--- config.mk ---
export PLATFORM = sky130hd
export DESIGN_NAME = sid_bus_master
export DESIGN_NICKNAME = d
export VERILOG_FILES = /design/src/rtl/sid_bus_master.sv
export SDC_FILE = /design/constraint.sdc
export NUM_CORES = 1
export LEC_CHECK = 0
export ABC_AREA = 1
export CAP_MARGIN = 25
export CORE_ASPECT_RATIO = 0.5
export CORE_UTILIZATION = 49
export CTS_CLUSTER_SIZE = 28
export DETAILED_ROUTE_END_ITERATION = 10
export PLACE_DENSITY = 0.75
export SLEW_MARGIN = 40
export SYNTH_ARGS = -nofsm -noshare
export SYNTH_HDL_FRONTEND = slang
export SYNTH_SLANG_ARGS = --single-unit
export TNS_END_PERCENT = 30
--- constraint.sdc ---
create_clock -name clk -period 2.2 [get_ports clk]
set_clock_uncertainty 0.1 [all_clocks]
set_input_delay 0.33 -clock clk [delete_from_list [all_inputs] [get_ports clk]]
set_output_delay 0.33 -clock clk [all_outputs]
set_load 0.01 [all_outputs]
--- src/rtl/sid_bus_master.sv ---
// sid_bus_master: SID register bus initiator.
// Host register requests are queued in a small FIFO. The block generates phi2
// and launches one queued access per phi2 period. Each period is PHI2_HALF
// clocks with phi2 low, then PHI2_HALF clocks with phi2 high. Read data is
// captured from data_i at the end of the period and returned on a
// single-cycle rsp_valid strobe.
//
// Parameters:
//   PHI2_HALF  - clk cycles per phi2 half period (2..255)
//   FIFO_DEPTH - request FIFO entries (power of two, >= 2)
//
// Ports:
//   clk, res                 - clock, asynchronous active-high reset
//   clr                      - start a register clear sequence
//                              (only with SID_BUS_MASTER_CLEAR_EN)
//   req_valid/req_ready      - request handshake
//   req_r_w_n/cs/addr/data   - request payload (1 = read)
//   rsp_valid/rsp_data       - read response strobe and data
//   bus_phi2/r_w_n/cs/addr/data - SID bus outputs, held for a whole period
//   data_i                   - read data from the SID register block
//   busy                     - FIFO non-empty or a non-idle access on the bus
//
// Optional feature macro: SID_BUS_MASTER_CLEAR_EN. When it is defined, the
// clr port and a sequencer are added. The sequencer writes 0x00 to
// registers 0x00..0x18 on both chips.
module sid_bus_master #(
    parameter int unsigned PHI2_HALF  = 16,
    parameter int unsigned FIFO_DEPTH = 4
) (
    input  logic       clk,
    input  logic       res,
`ifdef SID_BUS_MASTER_CLEAR_EN
    input  logic       clr,
`endif
    input  logic       req_valid,
    output logic       req_ready,
    input  logic       req_r_w_n,
    input  logic [1:0] req_cs,
    input  logic [4:0] req_addr,
    input  logic [7:0] req_data,
    output logic       rsp_valid,
    output logic [7:0] rsp_data,
    output logic       bus_phi2,
    output logic       bus_r_w_n,
    output logic [1:0] bus_cs,
    output logic [4:0] bus_addr,
    output logic [7:0] bus_data,
    input  logic [7:0] data_i,
    output logic       busy
);

    localparam int unsigned PW   = 8;
    localparam int unsigned AW   = $clog2(FIFO_DEPTH);
    localparam int unsigned PTRW = AW + 1;
    localparam logic [PW-1:0] PHASE_LAST = PW'(PHI2_HALF - 1);

    // One bus access: direction, chip selects, register address, write data
    typedef struct packed {
        logic       r_w_n;
        logic [1:0] cs;
        logic [4:0] addr;
        logic [7:0] data;
    } sid_req_t;

    localparam sid_req_t BUS_RESET = '{r_w_n: 1'b1, cs: 2'b00, addr: 5'd0, data: 8'd0};

    // State registers and their next-state values
    logic [PW-1:0]   phase_q, phase_d;
    logic            phi2_q, phi2_d;
    logic [PTRW-1:0] wr_ptr_q, wr_ptr_d;
    logic [PTRW-1:0] rd_ptr_q, rd_ptr_d;
    sid_req_t        bus_q, bus_d;
    logic            active_q, active_d;
    logic            rsp_valid_q, rsp_valid_d;
    logic [7:0]      rsp_data_q, rsp_data_d;
    logic            ready_q, ready_d;
    logic            busy_q, busy_d;

    sid_req_t        fifo_q [FIFO_DEPTH];

    logic            boundary_c;
    logic            empty_c;
    logic            full_d_c;
    logic            push_c;
    logic            pop_c;
    sid_req_t        req_c;

    // Clear sequencer hooks. In the default build they are tied off.
    logic            clear_launch_c;
    logic            clr_act_d;
    logic [4:0]      clr_addr_c;

    // Period boundary: the edge on which phi2 falls
    assign boundary_c = phi2_q && (phase_q == PHASE_LAST);
    assign empty_c    = (wr_ptr_q == rd_ptr_q);
    assign push_c     = req_valid && ready_q;
    assign pop_c      = boundary_c && !empty_c && !clear_launch_c;
    assign req_c      = '{r_w_n: req_r_w_n, cs: req_cs, addr: req_addr, data: req_data};

`ifdef SID_BUS_MASTER_CLEAR_EN
    localparam logic [4:0] CLR_WRITES = 5'd25;

    logic            clr_act_q;
    logic [4:0]      clr_cnt_q, clr_cnt_d;

    // Clear sequencer: accepted only when idle. It counts launched writes,
    // then waits for the boundary that ends the last write.
    always_comb begin
        clr_act_d      = clr_act_q;
        clr_cnt_d      = clr_cnt_q;
        clear_launch_c = 1'b0;
        if (clr_act_q) begin
            if (boundary_c) begin
                if (clr_cnt_q == CLR_WRITES) begin
                    clr_act_d = 1'b0;
                end else begin
                    clear_launch_c = 1'b1;
                    clr_cnt_d      = clr_cnt_q + 5'd1;
                end
            end
        end else if (clr && !busy_q) begin
            clr_act_d = 1'b1;
            clr_cnt_d = 5'd0;
        end
    end

    assign clr_addr_c = clr_cnt_q;

    always_ff @(posedge clk or posedge res) begin
        if (res) begin
            clr_act_q <= 1'b0;
            clr_cnt_q <= 5'd0;
        end else begin
            clr_act_q <= clr_act_d;
            clr_cnt_q <= clr_cnt_d;
        end
    end
`else
    assign clear_launch_c = 1'b0;
    assign clr_act_d      = 1'b0;
    assign clr_addr_c     = 5'd0;
`endif

    // Next-state logic: phase generator, FIFO pointers, capture/launch at boundary
    always_comb begin
        phase_d     = phase_q + PW'(1);
        phi2_d      = phi2_q;
        wr_ptr_d    = wr_ptr_q + PTRW'(push_c);
        rd_ptr_d    = rd_ptr_q + PTRW'(pop_c);
        bus_d       = bus_q;
        active_d    = active_q;
        rsp_valid_d = 1'b0;
        rsp_data_d  = rsp_data_q;

        if (phase_q == PHASE_LAST) begin
            phase_d = '0;
            phi2_d  = !phi2_q;
        end

        if (boundary_c) begin
            // The access that ends now returns its read data
            if (bus_q.r_w_n && (bus_q.cs != 2'b00)) begin
                rsp_valid_d = 1'b1;
                rsp_data_d  = data_i;
            end
            if (clear_launch_c) begin
                bus_d    = '{r_w_n: 1'b0, cs: 2'b11, addr: clr_addr_c, data: 8'd0};
                active_d = 1'b1;
            end else if (pop_c) begin
                bus_d    = fifo_q[rd_ptr_q[AW-1:0]];
                active_d = 1'b1;
            end else begin
                // Idle period: deselect and leave addr/data as they were
                bus_d.r_w_n = 1'b1;
                bus_d.cs    = 2'b00;
                active_d    = 1'b0;
            end
        end

        full_d_c = (wr_ptr_d[AW] != rd_ptr_d[AW]) &&
                   (wr_ptr_d[AW-1:0] == rd_ptr_d[AW-1:0]);
        ready_d  = !full_d_c && !clr_act_d;
        busy_d   = (wr_ptr_d != rd_ptr_d) || active_d || clr_act_d;
    end

    always_ff @(posedge clk or posedge res) begin
        if (res) begin
            phase_q     <= '0;
            phi2_q      <= 1'b1;
            wr_ptr_q    <= '0;
            rd_ptr_q    <= '0;
            bus_q       <= BUS_RESET;
            active_q    <= 1'b0;
            rsp_valid_q <= 1'b0;
            rsp_data_q  <= 8'd0;
            ready_q     <= 1'b1;
            busy_q      <= 1'b0;
        end else begin
            phase_q     <= phase_d;
            phi2_q      <= phi2_d;
            wr_ptr_q    <= wr_ptr_d;
            rd_ptr_q    <= rd_ptr_d;
            bus_q       <= bus_d;
            active_q    <= active_d;
            rsp_valid_q <= rsp_valid_d;
            rsp_data_q  <= rsp_data_d;
            ready_q     <= ready_d;
            busy_q      <= busy_d;
        end
    end

    // FIFO storage. It needs no reset because the pointers qualify every entry.
    always_ff @(posedge clk) begin
        if (push_c) begin
            fifo_q[wr_ptr_q[AW-1:0]] <= req_c;
        end
    end

    assign req_ready = ready_q;
    assign rsp_valid = rsp_valid_q;
    assign rsp_data  = rsp_data_q;
    assign bus_phi2  = phi2_q;
    assign bus_r_w_n = bus_q.r_w_n;
    assign bus_cs    = bus_q.cs;
    assign bus_addr  = bus_q.addr;
    assign bus_data  = bus_q.data;
    assign busy      = busy_q;

endmodule
# [Yosys cells after proc, flatten, opt, wreduce, memory -nomap -nowiden]
# Memories as Yosys holds them, arrays and structs flattened.
# Cells that the tools add are included.
[classes] addsub=3 eq_ne=5 mux=8 reduce_logical=12
[op_table] operator="8-bit by 1-bit adder with 8-bit output, second input constant" n=1
[op_table] operator="8-bit by 4-bit equality test with 1-bit output, second input constant" n=1
[op_table] operator="8-bit two-way mux" n=1
[op_table] operator="3-bit by 1-bit adder with 3-bit output" n=2
[op_table] operator="1-bit two-way mux" n=6
[op_table] operator="1-bit logical AND" n=5
[op_table] operator="2-bit AND reduction" n=2
[op_table] operator="3-bit equality test" n=1
[op_table] operator="1-bit logical NOT" n=3
[op_table] operator="3-bit two-way mux" n=1
[op_table] operator="3-bit != test" n=1
[op_table] operator="2-bit equality test" n=1
[op_table] operator="2-bit nonzero test" n=1
[op_table] operator="1-bit logical OR" n=1
[op_table] operator="1-bit != test" n=1
[totals] regBits=43 ramBits=64 output_inout_bits=28 word_cells=42 memories=1
[mem_list] name="fifo_q" words=4 width=16 read_ports=1 rd_clocked_by_memory_dff=0 write_ports=1 line="79" rtl="sid_req_t fifo_q [FIFO_DEPTH];"

# [Logic depth before layout (Yosys ltp)]
# Gate-level depths: netlist (run 1).
[logic_depth] depth_word=7 mapped_depth=18

# [Worst setup path before layout (run 1)]
# OpenSTA, ideal clock, no wires.
[synth_path] kind="register -> register" from="register phase_q[0]" to="register busy_q, in the netlist busy" setup_ps=125 arrival_time_ps=2143 t_required_ps=1975 slack_ps=-169 stages_incl_launch_ff=13 synth_period_minus_slack_ps=2369 cell_sequence="dfrtp_1 > ha_1 > nand3_4 > nor3_4 > nand2_4 > buf_6 > inv_1 > ha_1 > ha_1 > xnor2_1 > nand3_1 > nor2_1 > nand3_1"
[synth_between] elab_chain_cells=6 elab_cells_between_ends=8 cone_classes="add/sub: 1; eq/ne: 2; mux: 2; reduce/logical: 3"
[synth_lines] element="start: declaration" line="68" rtl="logic [PW-1:0] phase_q, phase_d;"
[synth_lines] element="start signal: assignment" line="199" rtl="phase_q <= phase_d;"
[synth_lines] element="8-bit by 4-bit equality test with 1-bit output" line="94" rtl="assign boundary_c = phi2_q && (phase_q == PHASE_LAST);"
[synth_lines] element="1-bit logical AND" line="94"
[synth_lines] element="1-bit logical AND" line="97" rtl="assign pop_c = boundary_c && !empty_c && !clear_launch_c;"
[synth_lines] element="3-bit by 1-bit adder with 3-bit output" line="149" rtl="rd_ptr_d = rd_ptr_q + PTRW'(pop_c);"
[synth_lines] element="net rd_ptr_d[1]" line="71" rtl="logic [PTRW-1:0] rd_ptr_q, rd_ptr_d;"
[synth_lines] element="3-bit != test" line="183" rtl="busy_d = (wr_ptr_d != rd_ptr_d) || active_d || clr_act_d;"
[synth_lines] element="1-bit logical OR" line="183"
[synth_lines] element="net busy_d" line="77" rtl="logic busy_q, busy_d;"
[synth_lines] element="end signal: assignment" line="208" rtl="busy_q <= busy_d;"
[synth_lines] element="end: declaration" line="77"
# The timed path passes the listed nets, and every way through them passes these cells.
# A chain may end at the register's enable or synchronous reset.

# [Worst setup path in the final report (run 1)]
# Same ends and word-level chain as after synthesis.

==> flow_summary.json, run 1 <==
{
  "track_usage_pct": 20.3,
  "post-route-drc-count": 0,
  "setup_viol": 0,
  "firstDrtPassIters": 4,
  "layout-drive-gt1-share_pct": 11.2,
  "startpoint_type": "register",
  "synth.cell_area_um2": 4320,
  "start_util_pct": 52.3,
  "hold_viol": 0,
  "antenna_found_initial": 0,
  "routed_wl_um": 8440,
  "wl_per_cell_um": 14.6,
  "max-clock-path-buffers": 2,
  "gp_congestion": 0.818,
  "worstMarginPinSlew_ns": 0.546,
  "fin_nets": 492,
  "path_class": "reg2reg",
  "min_period_ns": 2.06,
  "clk_pin_slew_worst_paths_ns": 0.07,
  "slew_violations": 0,
  "grt_max_degree": 44,
  "fillers": 618,
  "layout_setup_ws_ns": 0.135,
  "ys_seq_elements": 107,
  "critPathMaxStageDelay_ns": 0.42,
  "clock-sinks": 107,
  "h-tree-depth": 3,
  "via_per_inst": 5.06,
  "cts_root_buffer": "clkbuf_16",
  "syn_inst": 394,
  "die_h_um": 68.4,
  "cp.arrival_ns": 2.19,
  "end_kind": "register",
  "finalCritPeriodShare_pct": 93.8,
  "worstSkewPairLatency_ns": 0.35,
  "ctsHoldBuffers": 0,
  "final_cell_area_um2": 5450,
  "cts_made_buffers": 9,
  "tns_ns": 0,
  "grt_pass1_vias": 2718,
  "synth.avg_cell_area_um2": 11.0,
  "die-width_um": 135,
  "post-place-cells": 560,
  "diodes": 0,
  "powerDensity_nw_per_um2": 1050,
  "core-area_um2": 8260,
  "slowest_stage": "dfrtp_1",
  "synth_nets": 426,
  "yosysUniqueCellTypes": 24,
  "path_cells": "ha_4 -> nand3_4 -> nor3_4 -> nand2_4 -> inv_1 -> ha_4 -> ha_4 -> nand2_1 -> nand2_2 -> inv_1 -> nand2_1 -> nand2_1 -> nor2_1 -> nand3_1",
  "drtAntennaViolNets": 0,
  "place.port_buffers": 54,
  "cp-startpoint": "phase_q[0]",
  "dieArea_um2": 9220,
  "p_leak_nw": 2.24,
  "irDropWorstVdd_mv": 0.645,
  "r2r_start": "phase_q[0]",
  "status": "finished, final reports clean",
  "ios": 55,
  "grt_pass1_wl_um": 13500,
  "relSlewSlack_pct": 63.6,
  "fin_cells": 577,
  "fmax_mhz": 484,
  "rows": 23,
  "synth-warning-count": 0,
  "cp_max_fo": 5,
  "place_area_um2": 5130,
  "ys_seq_area_share_pct": 69.5,
  "final_core_util_pct": 66.0,
  "vias": 2922,
  "cp.required_ns": 2.33,
  "grt.overflow.total": 0,
  "worstHoldPathType": "in2async",
  "synthToLayoutAreaGrowth_pct": 26.1,
  "dp_slack_ns": 0.128,
  "r2r_cells": 14,
  "hpwl_um": 5420,
  "drtIter0Drc": 214,
  "max-cap-violations": 0,
  "cts_tree": "yes"
}
-- final timing paths --
path                                to  slack [ns]
max reg2reg                       busy        0.14
min                        rsp_data[2]        0.31
min in group clk           rsp_data[4]        0.38
min reg2reg                rsp_data[4]        0.38
max in group asynchronous  wr_ptr_q[0]        1.28
max                               busy        0.14
-- worst max-delay path: cells and delay by family (launching register included) --
kind	cells	cell delay, ns
and+or+nand+nor	9	0.87
adders and majority gates	3	0.44
DFF	1	0.42
buffers and inverters	2	0.13
-- what timing repair did --
item,4_1_cts,5_1_grt
buffers inserted,0,1
setup endpoints to repair,0,1
resized for setup,0,6
-- layout make-up --
| cell class | count | area (um2) | area share, % |
|---|---|---|---|
| multi-input cells | 251 | 1230 | 22.6 |
| clock buffers | 10 | 229 | 4.20 |
| clock inverters | 6 | 60.1 | 1.10 |
| flip-flops and latches | 107 | 3000 | 55.1 |
| well taps | 112 | 140 | 2.57 |
| inverters | 22 | 82.6 | 1.52 |
| repair buffers | 69 | 703 | 12.9 |
-- placed cells by master, fill, tap and decap left out, types with 9 or more instances in the layout --
cell type,instances
buf_4,11
clkbuf_16,9
clkdlybuf4s50_1,54
dfrtp_1,38
edfxtp_1,64
inv_1,20
nand2_1,89
nand3_1,30
nor2_1,74
o21ai_0,30
-- metrics by stage --
| step | hold WS, ns | power (mW) |
|---|---|---|
| 6_report | 0.312 | 5.72 |
| 4_1_cts | 0.340 | 5.74 |
| 3_5_place_dp | 0.365 | 4.17 |
| 5_1_grt | 0.367 | 6.03 |
| 3_3_place_gp | 0.353 | 4.13 |
| 2_1_floorplan | 0.329 | 3.50 |
-- cells in the mapped netlist --
| master | instances | share of area (%) |
|---|---|---|
| nand3_2 | 1 | 0.23 |
| nor3_1 | 6 | 0.70 |
| a21oi_1 | 2 | 0.23 |
| or2_2 | 1 | 0.14 |
| nand2_2 | 1 | 0.14 |
| buf_6 | 3 | 0.78 |
| ha_1 | 5 | 1.4 |
| nor3_4 | 1 | 0.38 |
| nand2_1 | 90 | 7.8 |
| clkbuf_1 | 5 | 0.43 |
| nand3_1 | 30 | 3.5 |
| dfstp_2 | 3 | 1.8 |
| nor2_1 | 74 | 6.4 |
| buf_1 | 1 | 0.087 |
| dfrtp_1 | 40 | 23 |
| edfxtp_1 | 64 | 44 |
| nand3_4 | 1 | 0.41 |
| o21ai_0 | 30 | 3.5 |
| xnor2_1 | 4 | 0.81 |
| nand4_1 | 1 | 0.14 |
| nand2_4 | 1 | 0.26 |
| xor2_1 | 3 | 0.61 |
| buf_2 | 5 | 0.58 |
| inv_1 | 22 | 1.9 |
-- where the power goes --
group	switching (mW)	internal, mW	leakage (nW)	total [mW]
logic	0.839	0.605	1.02	1.44
registers	0.176	2.53	1.08	2.71
clock network	0.761	0.805	0.144	1.57
total	1.78	3.94	2.24	5.72
-- cell families after synthesis --
| group | Yosys count | share of synthesized area (%) |
|---|---|---|
| flip-flops | 107 | 69.5 |
| adder cells (fa/ha/maj) | 5 | 1.45 |
| XOR/XNOR | 7 | 1.42 |
| AO/OA/AOI/OAI | 32 | 3.71 |
| AND/OR/NAND/NOR | 207 | 20.1 |
| buffers and inverters | 36 | 3.79 |
-- registers in the layout (all words and copies together) (netlist names), 2 cells and up --
signal,flops
fifo_q,64
bus_data,8
phase_q,8
rsp_data,8
bus_addr,5
rd_ptr_q,3
wr_ptr_q,3
bus_cs,2
-- layer usage --
| metal | track usage, % | vias to the layer above | routed length (um) |
|---|---|---|---|
| li1 | - | 1443 | - |
| met1 | 27.7 | 1405 | 4020 |
| met2 | 31.6 | 65 | 3890 |
| met3 | 6.89 | 9 | 461 |
| met4 | 4.92 | 0 | 64 |
| met5 | 0 | - | 0 |
(Power assumes the default switching activity.)
==> inputs of run 2 (changes only) <==
- CORE_UTILIZATION: 49 -> 45
- PLACE_DENSITY: 0.75 -> 0.7
==> run 2 against run 1 <==
  * Global-route usage is 1.9 points lower
  * Power down 0.94%
  * Critical endpoint unchanged
  * Core utilization decreased by 5.8 points
  * Highest routed layer unchanged
  * Final cell count increased by 0.87%
  * Die area rose by 8.7%
  * First-iteration DRC count down 1.4%
==> flow_summary.json, run 2 (synthesis gave the netlist of run 1 again) <==
{
  "status": "finished, final reports clean",
  "wl_per_cell_um": 14.5,
  "place.port_buffers": 54,
  "worstMarginPinSlew_ns": 0.556,
  "grt_pass1_vias": 2785,
  "cts_root_buffer": "clkbuf_16",
  "worstSkewPairLatency_ns": 0.35,
  "cp_common_cell": "nand2_1",
  "ios": 55,
  "max-clock-path-buffers": 2,
  "powerDensity_nw_per_um2": 1040,
  "finalCritPeriodShare_pct": 91.9,
  "startpoint_type": "register",
  "routed_wl_um": 8450,
  "rows": 24,
  "vias": 2901,
  "fin_nets": 492,
  "multiInputGateArea_um2": 1210,
  "finalPower_mw": 5.67,
  "cp_max_fo": 5,
  "largest_register_ffs": 64,
  "cts_resized": 0,
  "fillers": 719,
  "ctsHoldBuffers": 0,
  "slowest_stage": "dfrtp_1",
  "cts_made_buffers": 9,
  "cp.required_ns": 2.33,
  "track_usage_pct": 18.4,
  "cp-startpoint": "phase_q[0]",
  "antenna_found_initial": 0,
  "hold_viol": 0,
  "hpwl_um": 5370,
  "end_kind": "register",
  "cts_tree": "yes",
  "setup_viol": 0,
  "endpoint": "busy",
  "clock-sinks": 107,
  "path_cells": "ha_4 -> nand3_4 -> nor3_4 -> nand2_4 -> inv_1 -> ha_2 -> ha_4 -> nand2_1 -> nand2_1 -> inv_1 -> nand2_1 -> nand2_1 -> nor2_1 -> nand3_1",
  "via_per_inst": 4.98,
  "slew_violations": 0,
  "final_core_util_pct": 60.2,
  "worstHoldPathType": "in2async",
  "drtIter0Drc": 211,
  "synthToLayoutAreaGrowth_pct": 25.6,
  "timing.hold.ws_ns": 0.318,
  "r2r_start": "phase_q[0]",
  "diodes": 0,
  "start_util_pct": 47.9,
  "layout_commonest_cell": "nand2_1",
  "cts_setup_buffers": 0,
  "h-tree-depth": 3,
  "timing.rr.end": "busy",
  "r2r_cells": 14,
  "path_class": "reg2reg",
  "layout-drive-gt1-share_pct": 9.89,
  "post-route-drc-count": 0,
  "p_leak_nw": 2.24,
  "firstDrtPassIters": 4,
  "grt_max_degree": 44,
  "grt_pass1_wl_um": 13800,
  "critPathMaxStageDelay_ns": 0.40,
  "irDropWorstVdd_mv": 0.451,
  "dieArea_um2": 10000,
  "die_h_um": 71.3,
  "cp.arrival_ns": 2.15,
  "rsz0062_at_grt": "false",
  "seqCellArea_um2": 3000,
  "max-cap-violations": 0,
  "relSlewSlack_pct": 62.9,
  "layout_common_cells": "90 x nand2_1, 74 x nor2_1, 64 x edfxtp_1, 54 x clkdlybuf4s50_1, 40 x dfrtp_1",
  "core-area_um2": 9010,
  "regToRegSetupSlack_ns": 0.18,
  "drtAntennaViolNets": 0,
  "clk_pin_slew_worst_paths_ns": 0.07,
  "grt.overflow.total": 0,
  "gp_congestion": 0.785,
  "min_period_ns": 2.02,
  "die-width_um": 141,
  "fmax_mhz": 495
}
==> run 2: per-stage QoR <==
step / cells / TNS, ns / cell area, um2 / setup WS [ns]
finish: 582 / 0 / 5420 / 0.179
floorplan: 394 / -6.13 / 4350 / -0.0946
detailed placement: 566 / 0 / 5140 / 0.163
global route: 582 / 0 / 5420 / 0.0295
global placement: 566 / 0 / 5140 / 0.213
CTS: 582 / 0 / 5420 / 0.154
==> run 2: layout make-up <==
| cell class | count | share of cell area, % |
|---|---|---|
| flip-flops and latches | 107 | 55.3 |
| well taps | 117 | 2.70 |
| clock inverters | 7 | 1.04 |
| repair buffers | 69 | 13.0 |
| inverters | 22 | 1.52 |
| clock buffers | 9 | 4.15 |
| multi-input cells | 251 | 22.3 |
==> run 2: worst max-delay path, delay by kind of cell, from the launching register on <==
family	cells	cell delay, ns
adder cells (fa/ha/maj)	3	0.48
flip-flops	1	0.40
buffers and inverters	2	0.10
AND/OR/NAND/NOR	9	0.83
==> run 2: power breakdown <==
group	total [mW]	switching, mW	internal [mW]
combinational	1.45	0.844	0.608
sequential	2.68	0.148	2.53
clock	1.54	0.748	0.789
==> run 2: worst min path at each step <==
stage / end / slack, ns / cells past startpoint
3_3_place_gp: rsp_data[7] / 0.35 / 2
5_1_grt: rsp_valid / 0.37 / 3
2_1_floorplan: fifo_q[0][0] / 0.33 / 0
6_report: rsp_valid / 0.32 / 3
3_5_place_dp: rsp_data[4] / 0.36 / 2
4_1_cts: rsp_data[6] / 0.35 / 3
==> run 2: layer usage <==
layer / vias up / global-route usage, % / part of all wire (%)
met5: - / 0 / 0
met4: 0 / 6.04 / 1.3
met3: 12 / 5.28 / 4.8
met2: 69 / 29.6 / 45
met1: 1384 / 24.6 / 48
li1: 1436 / - / -
